$ cat src/rtl/wb_sram_arbiter.sv
// wb_sram_arbiter
//   Shares one Wishbone slave (the on-chip wbsram) between two masters:
//   master 0 (CPU) and master 1 (DMA / frame fetch). Ownership is decided
//   round-robin and is held for the whole bus cycle (cyc), so bursts from
//   the two masters are never interleaved. A per-access watchdog returns
//   err to the owning master if the slave stalls for TIMEOUT cycles.
//
// Ports
//   wb_clk_i, wb_reset_i           clock, asynchronous active-high reset
//   mN_adr_i/dat_i/we_i/sel_i      master N request (N = 0,1)
//   mN_cyc_i/stb_i                 master N bus cycle / strobe
//   mN_dat_o/ack_o/err_o           master N read data, acknowledge, timeout error
//   s_adr_o/dat_o/we_o/sel_o       request forwarded to the slave
//   s_cyc_o/stb_o                  cycle / strobe forwarded to the slave
//   s_dat_i/ack_i                  slave read data / acknowledge
//   grant_o                        one-hot current owner, 0 when idle
//
// state | meaning
// IDLE  | no owner, slave outputs held at 0
// BUS0  | master 0 owns the slave until it drops cyc
// BUS1  | master 1 owns the slave until it drops cyc
module wb_sram_arbiter #(
    parameter int AW      = 32,
    parameter int DW      = 32,
    parameter int TIMEOUT = 255
) (
    input  logic              wb_clk_i,
    input  logic              wb_reset_i,
    input  logic [AW-1:0]     m0_adr_i,
    input  logic [DW-1:0]     m0_dat_i,
    output logic [DW-1:0]     m0_dat_o,
    input  logic              m0_we_i,
    input  logic [DW/8-1:0]   m0_sel_i,
    input  logic              m0_cyc_i,
    input  logic              m0_stb_i,
    output logic              m0_ack_o,
    output logic              m0_err_o,
    input  logic [AW-1:0]     m1_adr_i,
    input  logic [DW-1:0]     m1_dat_i,
    output logic [DW-1:0]     m1_dat_o,
    input  logic              m1_we_i,
    input  logic [DW/8-1:0]   m1_sel_i,
    input  logic              m1_cyc_i,
    input  logic              m1_stb_i,
    output logic              m1_ack_o,
    output logic              m1_err_o,
    output logic [AW-1:0]     s_adr_o,
    output logic [DW-1:0]     s_dat_o,
    output logic              s_we_o,
    output logic [DW/8-1:0]   s_sel_o,
    output logic              s_cyc_o,
    output logic              s_stb_o,
    input  logic [DW-1:0]     s_dat_i,
    input  logic              s_ack_i,
    output logic [1:0]        grant_o
);

    // A zero TIMEOUT still needs a one-bit timer to keep the declaration legal.
    localparam int            TW   = (TIMEOUT > 0) ? $clog2(TIMEOUT + 1) : 1;
    localparam logic [TW-1:0] TMAX = TW'(TIMEOUT);

    typedef enum logic [1:0] {
        IDLE = 2'd0,
        BUS0 = 2'd1,
        BUS1 = 2'd2
    } state_t;

    state_t        r_state;
    state_t        w_next;
    logic          r_last;
    logic [TW-1:0] r_timer;
    logic          w_own_stb;
    logic          w_err_cond;

    always_ff @(posedge wb_clk_i or posedge wb_reset_i) begin
        if (wb_reset_i) begin
            r_state <= IDLE;
            r_last  <= 1'b1;
            r_timer <= '0;
        end else begin
            r_state <= w_next;
            if (w_next != r_state) begin
                if (w_next == BUS0) r_last <= 1'b0;
                if (w_next == BUS1) r_last <= 1'b1;
            end
            // err_cond forces s_stb_o low, so an error also restarts the timer.
            if ((w_next != r_state) || s_ack_i || !s_stb_o) begin
                r_timer <= '0;
            end else if (r_timer != TMAX) begin
                r_timer <= r_timer + TW'(1);
            end
        end
    end

    always_comb begin
        w_next = r_state;
        case (r_state)
            IDLE: begin
                if (m0_cyc_i && m1_cyc_i) w_next = r_last ? BUS0 : BUS1;
                else if (m0_cyc_i)        w_next = BUS0;
                else if (m1_cyc_i)        w_next = BUS1;
            end
            // Hand over straight to the other master when it is waiting.
            BUS0: if (!m0_cyc_i) w_next = m1_cyc_i ? BUS1 : IDLE;
            BUS1: if (!m1_cyc_i) w_next = m0_cyc_i ? BUS0 : IDLE;
            default: w_next = IDLE;
        endcase
    end

    always_comb begin
        w_own_stb = 1'b0;
        if (r_state == BUS0) w_own_stb = m0_stb_i;
        if (r_state == BUS1) w_own_stb = m1_stb_i;
        w_err_cond = (TIMEOUT != 0) && (r_timer == TMAX) && w_own_stb && !s_ack_i;
    end

    always_comb begin
        s_adr_o  = '0;
        s_dat_o  = '0;
        s_we_o   = 1'b0;
        s_sel_o  = '0;
        s_cyc_o  = 1'b0;
        s_stb_o  = 1'b0;
        m0_dat_o = '0;
        m0_ack_o = 1'b0;
        m0_err_o = 1'b0;
        m1_dat_o = '0;
        m1_ack_o = 1'b0;
        m1_err_o = 1'b0;
        grant_o  = 2'b00;
        case (r_state)
            BUS0: begin
                s_adr_o  = m0_adr_i;
                s_dat_o  = m0_dat_i;
                s_we_o   = m0_we_i;
                s_sel_o  = m0_sel_i;
                s_cyc_o  = m0_cyc_i;
                s_stb_o  = m0_stb_i & ~w_err_cond;
                m0_dat_o = s_dat_i;
                m0_ack_o = s_ack_i & m0_cyc_i;
                m0_err_o = w_err_cond & m0_cyc_i;
                grant_o  = 2'b01;
            end
            BUS1: begin
                s_adr_o  = m1_adr_i;
                s_dat_o  = m1_dat_i;
                s_we_o   = m1_we_i;
                s_sel_o  = m1_sel_i;
                s_cyc_o  = m1_cyc_i;
                s_stb_o  = m1_stb_i & ~w_err_cond;
                m1_dat_o = s_dat_i;
                m1_ack_o = s_ack_i & m1_cyc_i;
                m1_err_o = w_err_cond & m1_cyc_i;
                grant_o  = 2'b10;
            end
            default: ;
        endcase
    end

endmodule

$ cat config.mk
export PLATFORM = sky130hd
export DESIGN_NAME = wb_sram_arbiter
export DESIGN_NICKNAME = d
export VERILOG_FILES = /design/src/rtl/wb_sram_arbiter.sv
export SDC_FILE = /design/constraint.sdc
export NUM_CORES = 1
export LEC_CHECK = 0
export ABC_AREA = 1
export CORE_AREA = 8 8 116 118
export CTS_CLUSTER_SIZE = 28
export DETAILED_ROUTE_END_ITERATION = 10
export DIE_AREA = 0 0 124 126
export PLACE_DENSITY = 0.66
export SLEW_MARGIN = 10
export SYNTH_ARGS = -nofsm -noshare
export SYNTH_HDL_FRONTEND = slang
export SYNTH_SLANG_ARGS = --single-unit
$ cat constraint.sdc
create_clock -name wb_clk_i -period 6.1 [get_ports wb_clk_i]
set_clock_uncertainty 0.2 [all_clocks]
set_input_delay 1.525 -clock wb_clk_i [delete_from_list [all_inputs] [get_ports wb_clk_i]]
set_output_delay 1.525 -clock wb_clk_i [all_outputs]
set_load 0.1 [all_outputs]
==> reports/qor.yml, run 1 <==
synth_area_leaders: "nand2_1 36%, a21oi_1 15%, inv_1 12%"
tritoncts: "done"
cts_resized: 0
h-tree-depth: 1
layout_min_cycle_time_ps: 4810
area_growth_pct: 127
fmax_mhz: 208
path_clk_slew_ps: 40
grt_start_max_net_pins: 104
dieWidth_microns: 124
clk_latency_ps: 240
comb_power_share: 0.935
finalPower_mw: 3.40
status: "completed"
p_leak_nw: 2.79
arrival_ps: 3080
drc: 0
cts-root-buf: "clkbuf_16"
cp_top_family: "buffers and inverters"
dr_total_vias: 3968
ys_seq_area_frac: 0.117
relSlewSlack: 0.346
tns_ps: 0
vdd_drop_max_mv: 0.467
io_pins: 318
rsz0062_at_grt: "no"
synth.distinct_cells: 29
first_pass_iters: 4
grt-ovfl-total: 0
p_int_uw: 781
critPathRequiredTime_ps: 4380
yosysMostFrequentCell: "nand2_1"
clock_sinks: 11
synth.largest_area_cell: "nand2_1"
tightestPinTransition_ps: 978
critical_path_class: "input port to output port"
numCtsBuffers: 3
cp_max_fo: 3
yosys-top-cells-count: "228 x nand2_1, 77 x inv_1, 73 x a21oi_1, 20 x clkbuf_1"
crit_slowest_cell: "clkdlybuf4s50_1"
hp-class: "flip-flop to flip-flop"
cts_hold_buffers: 0
power.density_mw_per_mm2: 631
hpwl_mm: 12.9
yosysWarnings: 0
ys.flop_type: "dfrtp_1"
initial_utilization: 0.203
routedWlPerCell_microns: 16.5
antennaDiodeCount: 0
r2r_slack_ps: 3500
dpl_cell_area_sq_mm: 0.00531
core_area_sq_mm: 0.0117
switching_share: 0.770
syn_inst: 481
async_reset_ff_frac: 1.00
start_kind: "input port"
synth_seq_cells: 11
die_y_microns: 126
postCtsSetupBuffers: 0
seqPwrFrac: 0.030
finalSetupViolations: 0
final_area_sq_mm: 0.00539
io_buffer_count: 317
die_area_sq_mm: 0.0156
gp_congestion: 0.831
path_buf_inv: 2
ctsLongestPathBuffers: 2
synth_top_area_frac: 0.361
final_antenna_net_count: 0
synthesis.area_sq_mm: 0.00237
finalWirelength_mm: 15.2
syn_nets: 666
hold_viol: 0
antenna_found_initial: 0
switchingPower_mw: 2.62
cp_slowest_stage_delay_ps: 500
worst_setup_path_end_kind: "output port"
drive_gt1_frac: 0.225
drt-initial-drc-count: 183
grt_pass1_vias: 3743
grt_usage: 0.177
drv_cap: 0
grt_pass1_wl_mm: 21.8
clkPwrFrac: 0.035
synth-edff-count: 0
finalMaxSlewViolations: 0
crit_chain: "clkdlybuf4s50_1 -> a21oi_1 -> or2_1 -> nor2_2 -> nand2_1 -> nor2_1 -> buf_4"
fin_crit_sh: 0.788
vias_per_cell: 4.30
synth_area_per_cell_sq_um: 4.93
nNetsFinal: 961
row_count: 40
==> cells by family after synthesis <==
logic type | Yosys count | synth area share
compound gates | 79 | 0.170
flops | 11 | 0.117
fa+ha+maj | 8 | 0.0422
simple gates | 269 | 0.476
buf+inv | 111 | 0.185
xor+xnor | 3 | 0.0111
==> tightest hold or removal path, stage by stage (launching register included) <==
cell     delay (ps)
dfstp_2         360
nand2_1          60
nand2_1          50
==> final timing paths <==
check,startpoint,cells after the start,end
max,m0_stb_i,7,m1_err_o
max reg2reg,r_state[1],14,r_last
min,r_last,2,r_last
min reg2reg,r_last,2,r_last
min in group asynchronous,wb_reset_i,2,r_state[1]
max in group asynchronous,wb_reset_i,2,r_last
==> through the flow <==
stage	hold slack (ps)	setup WS (ps)	util	cells
3_3_place_gp	254	1330	0.453	918
4_1_cts	276	1300	0.460	922
5_1_grt	284	1170	0.460	922
3_5_place_dp	270	1300	0.453	918
2_1_floorplan	242	1090	-	481
6_report	272	1290	0.460	922
==> per-layer routing <==
layer	routed length, microns	vias to the layer above	share of wire	GRT usage
met4	227	0	0.015	0.0392
li1	-	2027	-	-
met3	1780	15	0.12	0.0608
met2	7430	176	0.49	0.305
met5	0	-	0	0
met1	5810	1750	0.38	0.203
==> power by group through the flow <==
stage / logic, mW / registers, mW / clock network (mW)
CTS: 3.21 / 0.102 / 0.121
detailed placement: 3.20 / 0.104 / 0
global placement: 3.19 / 0.104 / 0
global route: 3.32 / 0.103 / 0.126
finish: 3.18 / 0.103 / 0.118
floorplan: 2.49 / 0.0967 / 0
==> area by class of cell <==
type,count,area (sq um)
fillers,1210,6320
repair buffers,320,2860
multi-input cells,359,1680
inverters,81,307
flip-flops and latches,11,277
well taps,147,184
clock buffers,4,78.8
==> sequential cells by signal (all words and copies together), names as in the netlist <==
name,count
r_last,1
r_state,2
r_timer,8
==> cell usage in the layout (no fill, tap or decap), drive strengths merged, types with 2 or more instances in the layout <==
master / instances
nand2: 235
clkdlybuf4s50: 178
buf: 142
inv: 80
a21oi: 73
nor2: 17
nand3: 11
dfrtp: 10
ha: 8
o21ai: 5
clkbuf: 4
nor3: 3
xor2: 2
Power figures use the tool's default switching activity.
==> inputs of run 2 (changes only) <==
--- a/config.mk
+++ b/config.mk
@@ -6,11 +6,11 @@
 export NUM_CORES = 1
 export LEC_CHECK = 0
 export ABC_AREA = 1
-export CORE_AREA = 8 8 116 118
+export CORE_AREA = 8 8 117 119
 export CTS_CLUSTER_SIZE = 28
 export DETAILED_ROUTE_END_ITERATION = 10
-export DIE_AREA = 0 0 124 126
-export PLACE_DENSITY = 0.66
+export DIE_AREA = 0 0 125 127
+export PLACE_DENSITY = 0.67
 export SLEW_MARGIN = 10
 export SYNTH_ARGS = -nofsm -noshare
 export SYNTH_HDL_FRONTEND = slang
==> constraint.sdc (replaced) <==
create_clock -name wb_clk_i -period 4.29 [get_ports wb_clk_i]
set_clock_uncertainty 0.2 [all_clocks]
set_input_delay 1.0725 -clock wb_clk_i [delete_from_list [all_inputs] [get_ports wb_clk_i]]
set_output_delay 1.0725 -clock wb_clk_i [all_outputs]
set_load 0.1 [all_outputs]
==> reports/qor.yml, run 2 (synthesized netlist as in run 1, its figures left out) <==
start_kind: "flip-flop"
gp_congestion: 0.833
final_antenna_net_count: 0
crit_chain: "inv_1 -> ha_1 -> inv_2 -> a21oi_1 -> buf_12"
antenna_found_initial: 0
finalMaxSlewViolations: 0
cp_top_family: "buffers and inverters"
comb_power_share: 0.935
grt_usage: 0.171
layout_min_cycle_time_ps: 3890
postCtsSetupBuffers: 0
fin_crit_sh: 0.907
cts_hold_buffers: 0
finalWirelength_mm: 14.9
area_growth_pct: 133
rsz0062_at_grt: "no"
die_area_sq_mm: 0.0159
vias_per_cell: 4.33
worst_slack_ps: 397
nNetsFinal: 961
drv_cap: 0
dr_total_vias: 3996
clock_sinks: 11
critical_path_class: "flip-flop to output port"
grt_start_max_net_pins: 104
worst_setup_path_end_kind: "output port"
row_count: 40
routedWlPerCell_microns: 16.2
path_buf_inv: 3
cp_max_fo: 70
crit_slowest_cell: "inv_2"
tns_ps: 0
hp-class: "flip-flop to flip-flop"
critPathRequiredTime_ps: 3020
tritoncts: "done"
cts_resized: 0
status: "completed"
dieWidth_microns: 125
p_int_mw: 1.17
h-tree-depth: 1
drt-initial-drc-count: 198
grt_pass1_wl_mm: 22.0
top_register: "r_timer"
antennaDiodeCount: 0
arrival_ps: 2620
first_pass_iters: 5
grt_pass1_vias: 3841
cp_slowest_stage_delay_ps: 870
seqPwrFrac: 0.030
numCtsBuffers: 3
fmax_mhz: 257
drive_gt1_frac: 0.227
io_pins: 318
clkPwrFrac: 0.035
vdd_drop_max_mv: 0.586
die_y_microns: 127
core_area_sq_mm: 0.0118
tightestPinTransition_ps: 1200
hpwl_mm: 12.5
path_clk_slew_ps: 40
hold_viol: 0
io_buffer_count: 317
ctsLongestPathBuffers: 2
initial_utilization: 0.201
switching_share: 0.760
p_leak_nw: 2.83
mostFrequentLayoutCells: "228 x nand2_1, 176 x clkdlybuf4s50_1, 131 x buf_4"
clk_latency_ps: 240
grt-ovfl-total: 0
drc: 0
switchingPower_mw: 3.73
reg.largest.list: "r_timer (8), r_state (2), r_last (1)"
relSlewSlack: 0.201
cts-root-buf: "clkbuf_16"
finalSetupViolations: 0
largest_register_ffs: 8
pre_cts_slack_ps: 447
layout_commonest_cell: "nand2_1"
power.density_mw_per_mm2: 885
run 2: changes by cell type in the layout (fill, tap and decap cells not counted):
cell,change
buf_4,-10
clkdlybuf4s50_1,-2
buf_12,+12
run 2: final cells by class:
| cell class | instances | area (sq um) |
|---|---|---|
| Timing Repair Buffer | 320 | 3010 |
| Clock buffer | 4 | 78.8 |
| Inverter | 81 | 307 |
| Sequential cell | 11 | 277 |
| Tap cell | 147 | 184 |
| Fill cell | 1186 | 6280 |
| Multi-Input combinational cell | 359 | 1680 |
run 2: final timing paths:
kind | startpoint | endpoint | cells past startpoint | slack (ps)
worst min register to register | r_last | r_last | 2 | 270
min in group asynchronous | wb_reset_i | r_timer[2] | 2 | 930
worst max register to register | r_state[1] | r_last | 14 | 1670
worst min-delay path | r_last | r_last | 2 | 270
max in group asynchronous | wb_reset_i | r_last | 2 | 2620
worst max-delay path | r_state[1] | s_dat_o[29] | 5 | 400
run 2: per-layer routing:
layer	wire length, microns	global-route usage	share of wire
met1	5820	0.193	0.39
met2	7510	0.309	0.50
met3	1330	0.0495	0.089
met4	281	0.0480	0.019
met5	0	0	0
run 2: tightest hold or removal path: stages (launching register included):
cell and delay, ps:
dfstp_2 370, nand2_1 50, nand2_1 40
run 2: through the flow:
stage	util	hold slack [ps]	instances	cell area (sq um)	power, mW
CTS	0.469	272	922	5530	4.94
global route	0.469	284	922	5530	5.11
finish	0.469	267	922	5530	4.90
floorplan	-	242	481	2370	3.68
global placement	0.462	258	918	5460	4.74
detailed placement	0.462	263	918	5460	4.75
run 2: power by group through the flow:
stage | logic, mW | clock network (mW) | registers, mW
CTS | 4.61 | 0.177 | 0.145
global placement | 4.59 | 0 | 0.146
floorplan | 3.54 | 0 | 0.138
global route | 4.77 | 0.184 | 0.147
detailed placement | 4.60 | 0 | 0.146
finish | 4.58 | 0.173 | 0.145
